$ cat config.mk
export PLATFORM = sky130hd
export DESIGN_NAME = gene_char_packer
export DESIGN_NICKNAME = d
export VERILOG_FILES = /design/src/rtl/gene_char_packer.sv
export SDC_FILE = /design/constraint.sdc
export NUM_CORES = 1
export LEC_CHECK = 0
export ABC_AREA = 1
export CORE_MARGIN = 5
export CORE_UTILIZATION = 45
export CTS_CLUSTER_DIAMETER = 60
export DETAILED_ROUTE_END_ITERATION = 8
export GPL_TIMING_DRIVEN = 1
export PLACE_DENSITY_LB_ADDON = 0.25
export SLEW_MARGIN = 20
export SYNTH_ARGS = -nofsm -noshare
export SYNTH_HDL_FRONTEND = slang
export SYNTH_SLANG_ARGS = --single-unit
$ cat constraint.sdc
create_clock -name Clk -period 1.85 [get_ports Clk]
set_clock_uncertainty 0.1 [all_clocks]
set_input_delay 0.2775 -clock Clk [delete_from_list [all_inputs] [get_ports Clk]]
set_output_delay 0.2775 -clock Clk [all_outputs]
set_load 0.01 [all_outputs]
$ cat src/rtl/gene_char_packer.sv
// Streaming ASCII nucleotide packer: four bases per output byte at 2 bits each,
// with flush for short tails. Define GENE_PACK_LOWERCASE_EN to also accept acgt.
module gene_char_packer #(
  parameter logic [1:0] PAD_CODE  = 2'b00,
  parameter bit         MSB_FIRST = 1'b1
) (
  input  logic       Clk,
  input  logic       Rst,
  input  logic [7:0] In,
  input  logic       InValid,
  output logic       InReady,
  input  logic       Flush,
  output logic [7:0] Out,
  output logic [2:0] OutCount,
  output logic       OutValid,
  input  logic       OutReady,
  output logic       Err
);

  localparam int unsigned CODE_W  = 2;
  localparam int unsigned SLOTS   = 4;
  localparam int unsigned BYTE_W  = CODE_W * SLOTS;
  localparam int unsigned CNT_W   = 2;
  localparam int unsigned COUNT_W = 3;

  logic [BYTE_W-1:0]  acc_q, acc_d, acc_ins;
  logic [CNT_W-1:0]   cnt_q, cnt_d;
  logic [COUNT_W-1:0] fill;
  logic [BYTE_W-1:0]  out_d;
  logic [COUNT_W-1:0] out_count_d;
  logic               out_valid_d;
  logic               err_d;
  logic               char_ok;
  logic [CODE_W-1:0]  char_code;

  // Accumulator always holds slot 0 in [7:6]; output ordering and padding
  // are applied only when the byte is emitted.
  function automatic logic [BYTE_W-1:0] emit_byte(input logic [BYTE_W-1:0] acc,
                                                  input logic [COUNT_W-1:0] n);
    logic [BYTE_W-1:0] b;
    logic [CODE_W-1:0] c;
    b = '0;
    for (int i = 0; i < int'(SLOTS); i++) begin
      c = (i < int'(n)) ? acc[(BYTE_W-1-CODE_W*i) -: CODE_W] : PAD_CODE;
      if (MSB_FIRST) b[(BYTE_W-1-CODE_W*i) -: CODE_W] = c;
      else           b[(CODE_W*i) +: CODE_W]          = c;
    end
    return b;
  endfunction

  // Base character decode
  always_comb begin
    char_ok   = 1'b1;
    char_code = 2'b00;
    case (In)
      8'h41: char_code = 2'b00;
      8'h43: char_code = 2'b01;
      8'h47: char_code = 2'b10;
      8'h54: char_code = 2'b11;
`ifdef GENE_PACK_LOWERCASE_EN
      8'h61: char_code = 2'b00;
      8'h63: char_code = 2'b01;
      8'h67: char_code = 2'b10;
      8'h74: char_code = 2'b11;
`endif
      default: char_ok = 1'b0;
    endcase
  end

  assign InReady = ~OutValid | OutReady;

  // Next-state: store the accepted base first, then decide whether to emit
  always_comb begin
    acc_d       = acc_q;
    cnt_d       = cnt_q;
    out_d       = Out;
    out_count_d = OutCount;
    out_valid_d = OutValid;
    err_d       = 1'b0;
    acc_ins     = acc_q;
    fill        = COUNT_W'(cnt_q);

    if (OutValid && OutReady) out_valid_d = 1'b0;

    if (InReady) begin
      if (InValid) begin
        if (char_ok) begin
          case (cnt_q)
            2'd0:    acc_ins[7:6] = char_code;
            2'd1:    acc_ins[5:4] = char_code;
            2'd2:    acc_ins[3:2] = char_code;
            default: acc_ins[1:0] = char_code;
          endcase
          fill = fill + COUNT_W'(1);
        end else begin
          err_d = 1'b1;
        end
      end

      if (fill == COUNT_W'(SLOTS) || (Flush && fill != '0)) begin
        out_valid_d = 1'b1;
        out_d       = emit_byte(acc_ins, fill);
        out_count_d = fill;
        acc_d       = '0;
        cnt_d       = '0;
      end else begin
        acc_d = acc_ins;
        cnt_d = CNT_W'(fill);
      end
    end
  end

  always_ff @(posedge Clk) begin
    if (Rst) begin
      acc_q    <= '0;
      cnt_q    <= '0;
      Out      <= '0;
      OutCount <= '0;
      OutValid <= 1'b0;
      Err      <= 1'b0;
    end else begin
      acc_q    <= acc_d;
      cnt_q    <= cnt_d;
      Out      <= out_d;
      OutCount <= out_count_d;
      OutValid <= out_valid_d;
      Err      <= err_d;
    end
  end

endmodule

# ---- Word level (Yosys, flattened, before mapping)
# Index checks and enable logic that the tools add are counted.
dict set report word_totals {
  out_inout_bits 14
  regBits 23
  input_bits 13
}
dict set report classes {
  n_mux 21
  addsub 1
  order_cmp 4
  eq_ne 7
  reduce_logical 9
  n_bitwise 4
}
# operator n
set op_table {}
lappend op_table {{equality test 8 x 7 -> 1 bit, second input constant} 4}
lappend op_table {{2-to-1 mux 8 bit} 3}
lappend op_table {{2-to-1 mux 2 bit} 9}
lappend op_table {{2-to-1 mux 3 bit} 3}
lappend op_table {{less-than comparator 1 x 3 -> 1 bit, first input constant} 2}
lappend op_table {{less-than comparator 2 x 3 -> 1 bit, first input constant} 2}
lappend op_table {{one-hot mux 2 bit (3 select lines)} 1}
lappend op_table {{OR reduction 3 bit} 2}
lappend op_table {{2-to-1 mux 1 bit} 5}
lappend op_table {{OR reduction 4 bit} 1}
lappend op_table {{adder 2 x 1 -> 3 bit, second input constant} 1}
lappend op_table {{equality test 3 bit, second input constant} 1}
lappend op_table {{NOT 1 bit} 3}
lappend op_table {{nonzero test 3 bit} 1}
lappend op_table {{equality test 2 x 1 -> 1 bit, second input constant} 1}
lappend op_table {{equality test 2 bit, second input constant} 1}
lappend op_table {{logical AND 1 bit} 2}
lappend op_table {{logical NOT 2 bit} 1}
lappend op_table {{AND reduction 2 bit} 1}
lappend op_table {{logical OR 1 bit} 1}
lappend op_table {{OR 1 bit} 1}

# ---- Longest topological paths before layout
# Gate-level depths: netlist (run 1).
dict set report depth {
  ltp_word 11
  depth_mapped 16
}

# ---- Worst setup path before layout (run 1)
# Ideal clock, no wire load.
dict set report synth_path {
  kind {register -> register}
  start {register cnt_q[0]}
  end {register OutValid}
  t_required_ps 1635
  path_stages_with_launch 12
  t_arrival_ps 1530
  setup_slack_ps 105
  cell_sequence {dfxtp_1 inv_1 ha_1 inv_1 nand3_1 nand2_2 nand2_2 nand2_1 nand2_2 buf_2 o21ai_0 inv_1}
}
dict set report synth_via {
  elab_chain_cells 9
  elab_cells_between_ends 10
  cone_classes {1 x add/sub; 1 x eq/ne; 5 x mux; 3 x reduce/logical}
}
# item line
set synth_rtl {}
lappend synth_rtl {{start, declared} 27} ;# logic [CNT_W-1:0] cnt_q, cnt_d;
lappend synth_rtl {{start signal, assigned} 123} ;# cnt_q <= cnt_d;
lappend synth_rtl {{adder 2 x 1 -> 3 bit} 94} ;# fill = fill + COUNT_W'(1);
lappend synth_rtl {{2-to-1 mux 3 bit} 87} ;# if (char_ok) begin
lappend synth_rtl {{2-to-1 mux 3 bit *} 86} ;# if (InValid) begin
lappend synth_rtl {{2-to-1 mux 3 bit *} 85} ;# if (InReady) begin
lappend synth_rtl {{nonzero test 3 bit} 100} ;# if (fill == COUNT_W'(SLOTS) || (Flush && fill != '0)) begin
lappend synth_rtl {{logical AND 1 bit} 100}
lappend synth_rtl {{logical OR 1 bit *} 100}
lappend synth_rtl {{2-to-1 mux 1 bit *} 100}
lappend synth_rtl {{2-to-1 mux 1 bit *} 85}
lappend synth_rtl {{end signal, assigned} 126} ;# OutValid <= out_valid_d;
lappend synth_rtl {{end, declared} 15} ;# output logic OutValid,
# Every way passes the cells marked *; elsewhere a longest branch is shown, timed or not. The select of a mux whose other input is x is not followed.
# A chain may end at the register's enable or synchronous reset.

# ---- Worst setup path in the final report (run 1)
dict set report layout_path {
  start {register cnt_q[0]}
  end {register acc_q[5]}
}
dict set report layout_via {
  elab_chain_cells 8
  elab_cells_between_ends 13
  cone_classes {1 x add/sub; 2 x eq/ne; 7 x mux; 3 x reduce/logical}
}
# item line
set layout_rtl {}
lappend layout_rtl {{adder 2 x 1 -> 3 bit} 94}
lappend layout_rtl {{2-to-1 mux 3 bit} 87}
lappend layout_rtl {{2-to-1 mux 3 bit} 86}
lappend layout_rtl {{2-to-1 mux 3 bit} 85}
lappend layout_rtl {{nonzero test 3 bit} 100}
lappend layout_rtl {{logical AND 1 bit} 100}
lappend layout_rtl {{logical OR 1 bit} 100}
lappend layout_rtl {{2-to-1 mux 8 bit *} 100}
lappend layout_rtl {{end signal, assigned} 115} ;# acc_q <= '0;
lappend layout_rtl {{end signal, assigned} 122} ;# acc_q <= acc_d;
lappend layout_rtl {{end, declared} 26} ;# logic [BYTE_W-1:0] acc_q, acc_d, acc_ins;
# Marked as above.

==> results of run 1 <==
## cell families after synthesis
kind of cell / after synthesis
and+or+nand+nor: 127
buffers and inverters: 55
DFF: 21
AOI/OAI and AO/OA: 13
adders and majority gates: 4
## layout make-up
| class | instances | share of cell area |
|---|---|---|
| Tap cell | 33 | 0.0204 |
| Clock inverter | 1 | 0.00248 |
| Inverter | 47 | 0.0873 |
| Timing Repair Buffer | 54 | 0.250 |
| Sequential cell | 21 | 0.209 |
| Clock buffer | 3 | 0.0111 |
| Multi-Input combinational cell | 144 | 0.420 |
## through the flow
step,total power [uW],setup TNS (ns),instance area (sq um)
6_report,828,0,2020
5_1_grt,873,-0.0136,2020
4_1_cts,825,0,1920
3_5_place_dp,600,-6.85,1820
3_3_place_gp,599,-6.33,1820
2_1_floorplan,531,0,1370
## final timing paths
path / depth (start not counted) / startpoint / to
worst min register to register: 2 / OutCount[2] / OutCount[2]
worst max register to register: 10 / cnt_q[0] / acc_q[5]
worst min-delay path: 2 / OutCount[2] / OutCount[2]
worst max-delay path: 10 / cnt_q[0] / acc_q[5]
## layout by cell type, fill, tap and decap left out, types with 8 or more instances in the layout
cell	count
nand2_1	46
inv_1	42
buf_4	24
nand3_1	20
dfxtp_1	19
nand2_2	17
clkdlybuf4s50_1	17
nor2_1	13
nand2_4	10
nand3_2	8
a21oi_1	8
## worst max-delay path, delay by kind of cell, from the launching register on
family                     cells  cell delay, ns
and+or+nand+nor                5            0.53
DFF                            1            0.36
buffers and inverters          3            0.29
adders and majority gates      1            0.29
AOI/OAI and AO/OA              1            0.12
## what timing repair did
item                       in CTS  in global routing
setup endpoints to repair      19                 21
cloned                          0                  1
gates resized for setup        18                 27
buffers inserted                3                  1
pin swaps                      12                 16
## flip-flops by register name, indices dropped and copies added, names as in the netlist
signal    flops
Out           8
acc_q         6
OutCount      3
cnt_q         2
Err           1
OutValid      1
## report_power, final
group,switching (uW),internal [uW]
Combinational,69.7,68.9
Clock,147,80.5
Sequential,2.86,459
Total,220,609
## routing by layer
layer	vias up	GRT usage	wire length (um)
met1	633	0.195	1360
met3	6	0.0277	171
met2	38	0.284	1690
li1	764	-	-
met4	0	0.0570	50
met5	-	0	0
==> summary.md, run 1 <==
| Metric | Value |
|---|---|
| Status | completed |
| Worst vdd ir | around 220 uV |
| Post-Synthesis Cells | 220 |
| WHS | around 0.35 ns |
| Antenna Nets Post-Route | 0 |
| # DRC | 0 |
| Sequential fraction of the synthesis area | 0.308 |
| Routed WL per cell | between 10 and 15 um |
| Largest family of logic cells by synthesized area | simple AND/OR/NAND/NOR gates |
| Initial DRC Count | 50 |
| Multi-input gate area | 848 sq um |
| Number of enable flip-flop cells after synthesis | 0 |
| CTS clk-pin slew, worst paths | 0.13 ns |
| Critical path launch point type | register |
| DPL Wire Length | between 2 and 2.5 mm |
| Clock Latency Late Sink | slightly above 0.3 ns |
| Reg-to-reg setup timing slack | roughly 0.094 ns |
| First-pass GRT wire length | approximately 5.5 mm |
| Synth area leader | dfxtp_1 |
| Ys flop type | dfxtp_1 |
| Mux cell area share after synthesis | 0 |
| Die height | 65.1 um |
| Clock Sink Count | 21 |
| Arr. time, crit path | 1.89 ns |
| Fin util | 0.679 |
| Hold-fix buffers, CTS | 0 |
| Number of distinct library cells after synthesis | 23 |
| CTS Root Cell | clkbuf_4 |
| Worst rel slew slack | 0.766 |
| Yosys top cell area share | 0.308 |
| Core box area | slightly below 3000 sq um |
| CP Data Required Time | between 1.5 and 2 ns |
| Final wirelength | ~3.3 mm |
| Post-synth ARST share | 0 |
| Layout Nets | about 290 |
| # rows | 20 |
| Post-synthesis compound-gate area fraction | 0.0477 |
| Worst min-delay path category | register to register |
| Placed Cells | slightly below 300 |
| H-tree Lvls | 1 |
| Slack of the critical path | about 0.094 ns |
| Vias in the first global route | between 1000 and 1500 |
| Proportion of layout cells with a drive suffix above 1 | 0.304 |
| Reg area | 423 sq um |
| Via count | around 1400 |
| Area contributors post-synth | dfxtp_1, nand2_1, inv_1 |
| Setup violators final | 0 |
| Mapped cell area | 1370 sq um |
| Synth Area in Simple Gates | 0.448 |
| Full die area | about 4200 sq um |
| Slowest stage cell, crit path | dfxtp_2 |
| Remaining global-route overflow | 0 |
| Post-synth net total | ~240 |
| Initial antenna violation count | 0 |
| Fill cells | between 200 and 300 |
| Die width | around 65 um |
| Post-synth top cells | nand2_1, inv_1, nand3_1 |
| FF+latch count, synth | 21 |
| TritonRoute pass-1 iters | 7 |
| Fin. Hold Viols | 0 |
| Worst Max-Slew Pin Slew | around 0.35 ns |
| Ant diodes | 0 |
| DP Worst Slack | -0.365 ns |
| Clk buf depth | 2 |
| LEAKAGE | roughly 0.001 uW |
| Ports | 27 |
| TritonCTS buffer count | 3 |
| DR vias/cell | between 4 and 5 |
| Adder-cell share of the synthesized area | 0.0367 |
| Post-layout min period | 1.76 ns |
| Synth Area per Inst | roughly 6.2 sq um |
| Max cap viols | 0 |
| Fin. max-slew vios | 0 |
| Largest net degree at the start of global routing | 14 |
| Global Route Usage Sum | 0.161 |
| Layout area overhead | 48.0% |
| Top-count cell post-synth | nand2_1 |
| Fmax | 569 MHz |
| Synth warnings | 0 |
| CP Cell Sequence | inv_2, ha_1, inv_1, nand3_4, nand2_4, buf_4, nand3_1, nand2_4, nand3_1, a21oi_1 |
| Worst Path Max Fanout | 8 |
| Initial core utilization | 0.458 |
| Fin cells | slightly above 300 |
| Port bufs | 26 |
| CTS tree | built |
| Power Density | roughly 400 nW/um^2 |
| Critical path class | register to register |
| Synth Area in XOR/XNOR | 0 |
| Routability cong. | 0.824 |
| Slowest stage delay, CP | 0.36 ns |
| CP Capture Type | register |
| Fin crit share | 0.949 |
Note: power is estimated with default switching activity, not from simulation.
==> run 2: changes to the inputs <==
CAP_MARGIN = 5   (was not set)
==> results of run 2 <==
Same layout as run 1: the final DEF is identical, and so are final timing and power.
==> variant: new RTL, config.mk and constraints of run 1 <==
The localparam `CNT_W` goes from 2 to 4.
--- a/src/rtl/gene_char_packer.sv
+++ b/src/rtl/gene_char_packer.sv
@@ -20,7 +20,7 @@
   localparam int unsigned CODE_W  = 2;
   localparam int unsigned SLOTS   = 4;
   localparam int unsigned BYTE_W  = CODE_W * SLOTS;
-  localparam int unsigned CNT_W   = 2;
+  localparam int unsigned CNT_W   = 4;
   localparam int unsigned COUNT_W = 3;
 
   logic [BYTE_W-1:0]  acc_q, acc_d, acc_ins;
Behaviour: same outputs for any inputs over 10 cycles, from zero or initial values and one cycle with Rst high; that may be too few to reach the edited logic, so the function may still have changed.
==> variant against run 1 <==
  * Critical path depth unchanged
  * Setup slack got worse by 3.3 ps
  * Power grew 9.2%
  * Wire length rose by 19%
  * Critical path type unchanged
  * Cell area increased by 13%
  * Synthesized area up 18%
  * Sequential cell count rose by 3
  * Critical endpoint is now acc_q[0]$_SDFFE_PP0N_
  * Final cell count rose by 7.3%
  * Largest power group unchanged
==> variant: results (changes against run 1) <==
Critical Path End acc_q[0]$_SDFFE_PP0N_; final hold slack 372 ps (+19.1 ps); vias in the first global route 1,540 (+19%); met3 Usage GRT 3.48% (+0.71 points); Post-synth top cells 63 x nand2_1, 24 x dfxtp_1, 23 x inv_1; final wirelength 3.91 mm (+19%); global-route wire length before repair 6.67 mm (+21%); area grow syn2layout 42.4%; Non-clk bufs 55 (+1.9%); share of cells above drive strength 1 34.4% (+4.0 points); post_cts resized 15 (-3); CP Data Arrival Time 1920 ps (+30 ps); DR vias 1,594 (+11%); register area share after synthesis 29.9% (-0.94 points); Vias/cell 4.90 (+3.1%); Yosys reg bits 24 (+14%); multi-input combinational area share 45.9% (+3.9 points); status complete, no violations; initial drt markers 96 (+92%); Synth area leaders dfxtp_1 30%, nand2_1 15%, inv_1 5.4%, nand3_2 5.0%, nand2_4 4.9%; Static Leak 1.02 nW (-0.93%); sequential share of cell area 21.1% (+0.15 points); Worst-Margin Slew 299 ps (-50.9 ps); largest registers Out: 8 flops, acc_q: 8 flops; GRT Overall Usage 16.1% (+0.032 points); largest net degree at the start of global routing 26 (+12); met2 WL 1.90 mm (+12%); sw power 0.214 mW (-2.5%); Layout fillers 282 (+9.7%); VDD IR max 0.572 mV (+160%); Final non-clock buffer share 24.0% (-0.92 points); DP Wirelength 2.72 mm (+18%); # clk buffers 4 (+1); gpl congestion 0.847 (+2.9%); placed insts 312 (+6.1%)
==> variant: worst max-delay path, cell delays in order (launching register included) <==
cell and delay [ps]:
dfxtp_2 380, buf_4 110, buf_4 120, ha_2 210, nand3_2 100, nand2_4 90
nand2_4 70, nand3_4 100, buf_6 150, nand4_1 110, a21oi_2 160
==> variant: cells by family after synthesis <==
logic type	Yosys count	synth area share [%]
adders and majority gates	4	3.11
AOI/OAI and AO/OA	25	8.71
and+or+nand+nor	136	47.0
DFF	24	29.9
buffers and inverters	39	11.4
==> variant: power by group through the flow <==
| stage | clock network [mW] | registers, mW | logic, mW |
|---|---|---|---|
| 2_1_floorplan | 0 | 0.534 | 0.0418 |
| 3_3_place_gp | 0 | 0.533 | 0.0960 |
| 3_5_place_dp | 0 | 0.533 | 0.0965 |
| 4_1_cts | 0.287 | 0.521 | 0.0997 |
| 5_1_grt | 0.315 | 0.522 | 0.114 |
| 6_report | 0.279 | 0.521 | 0.105 |
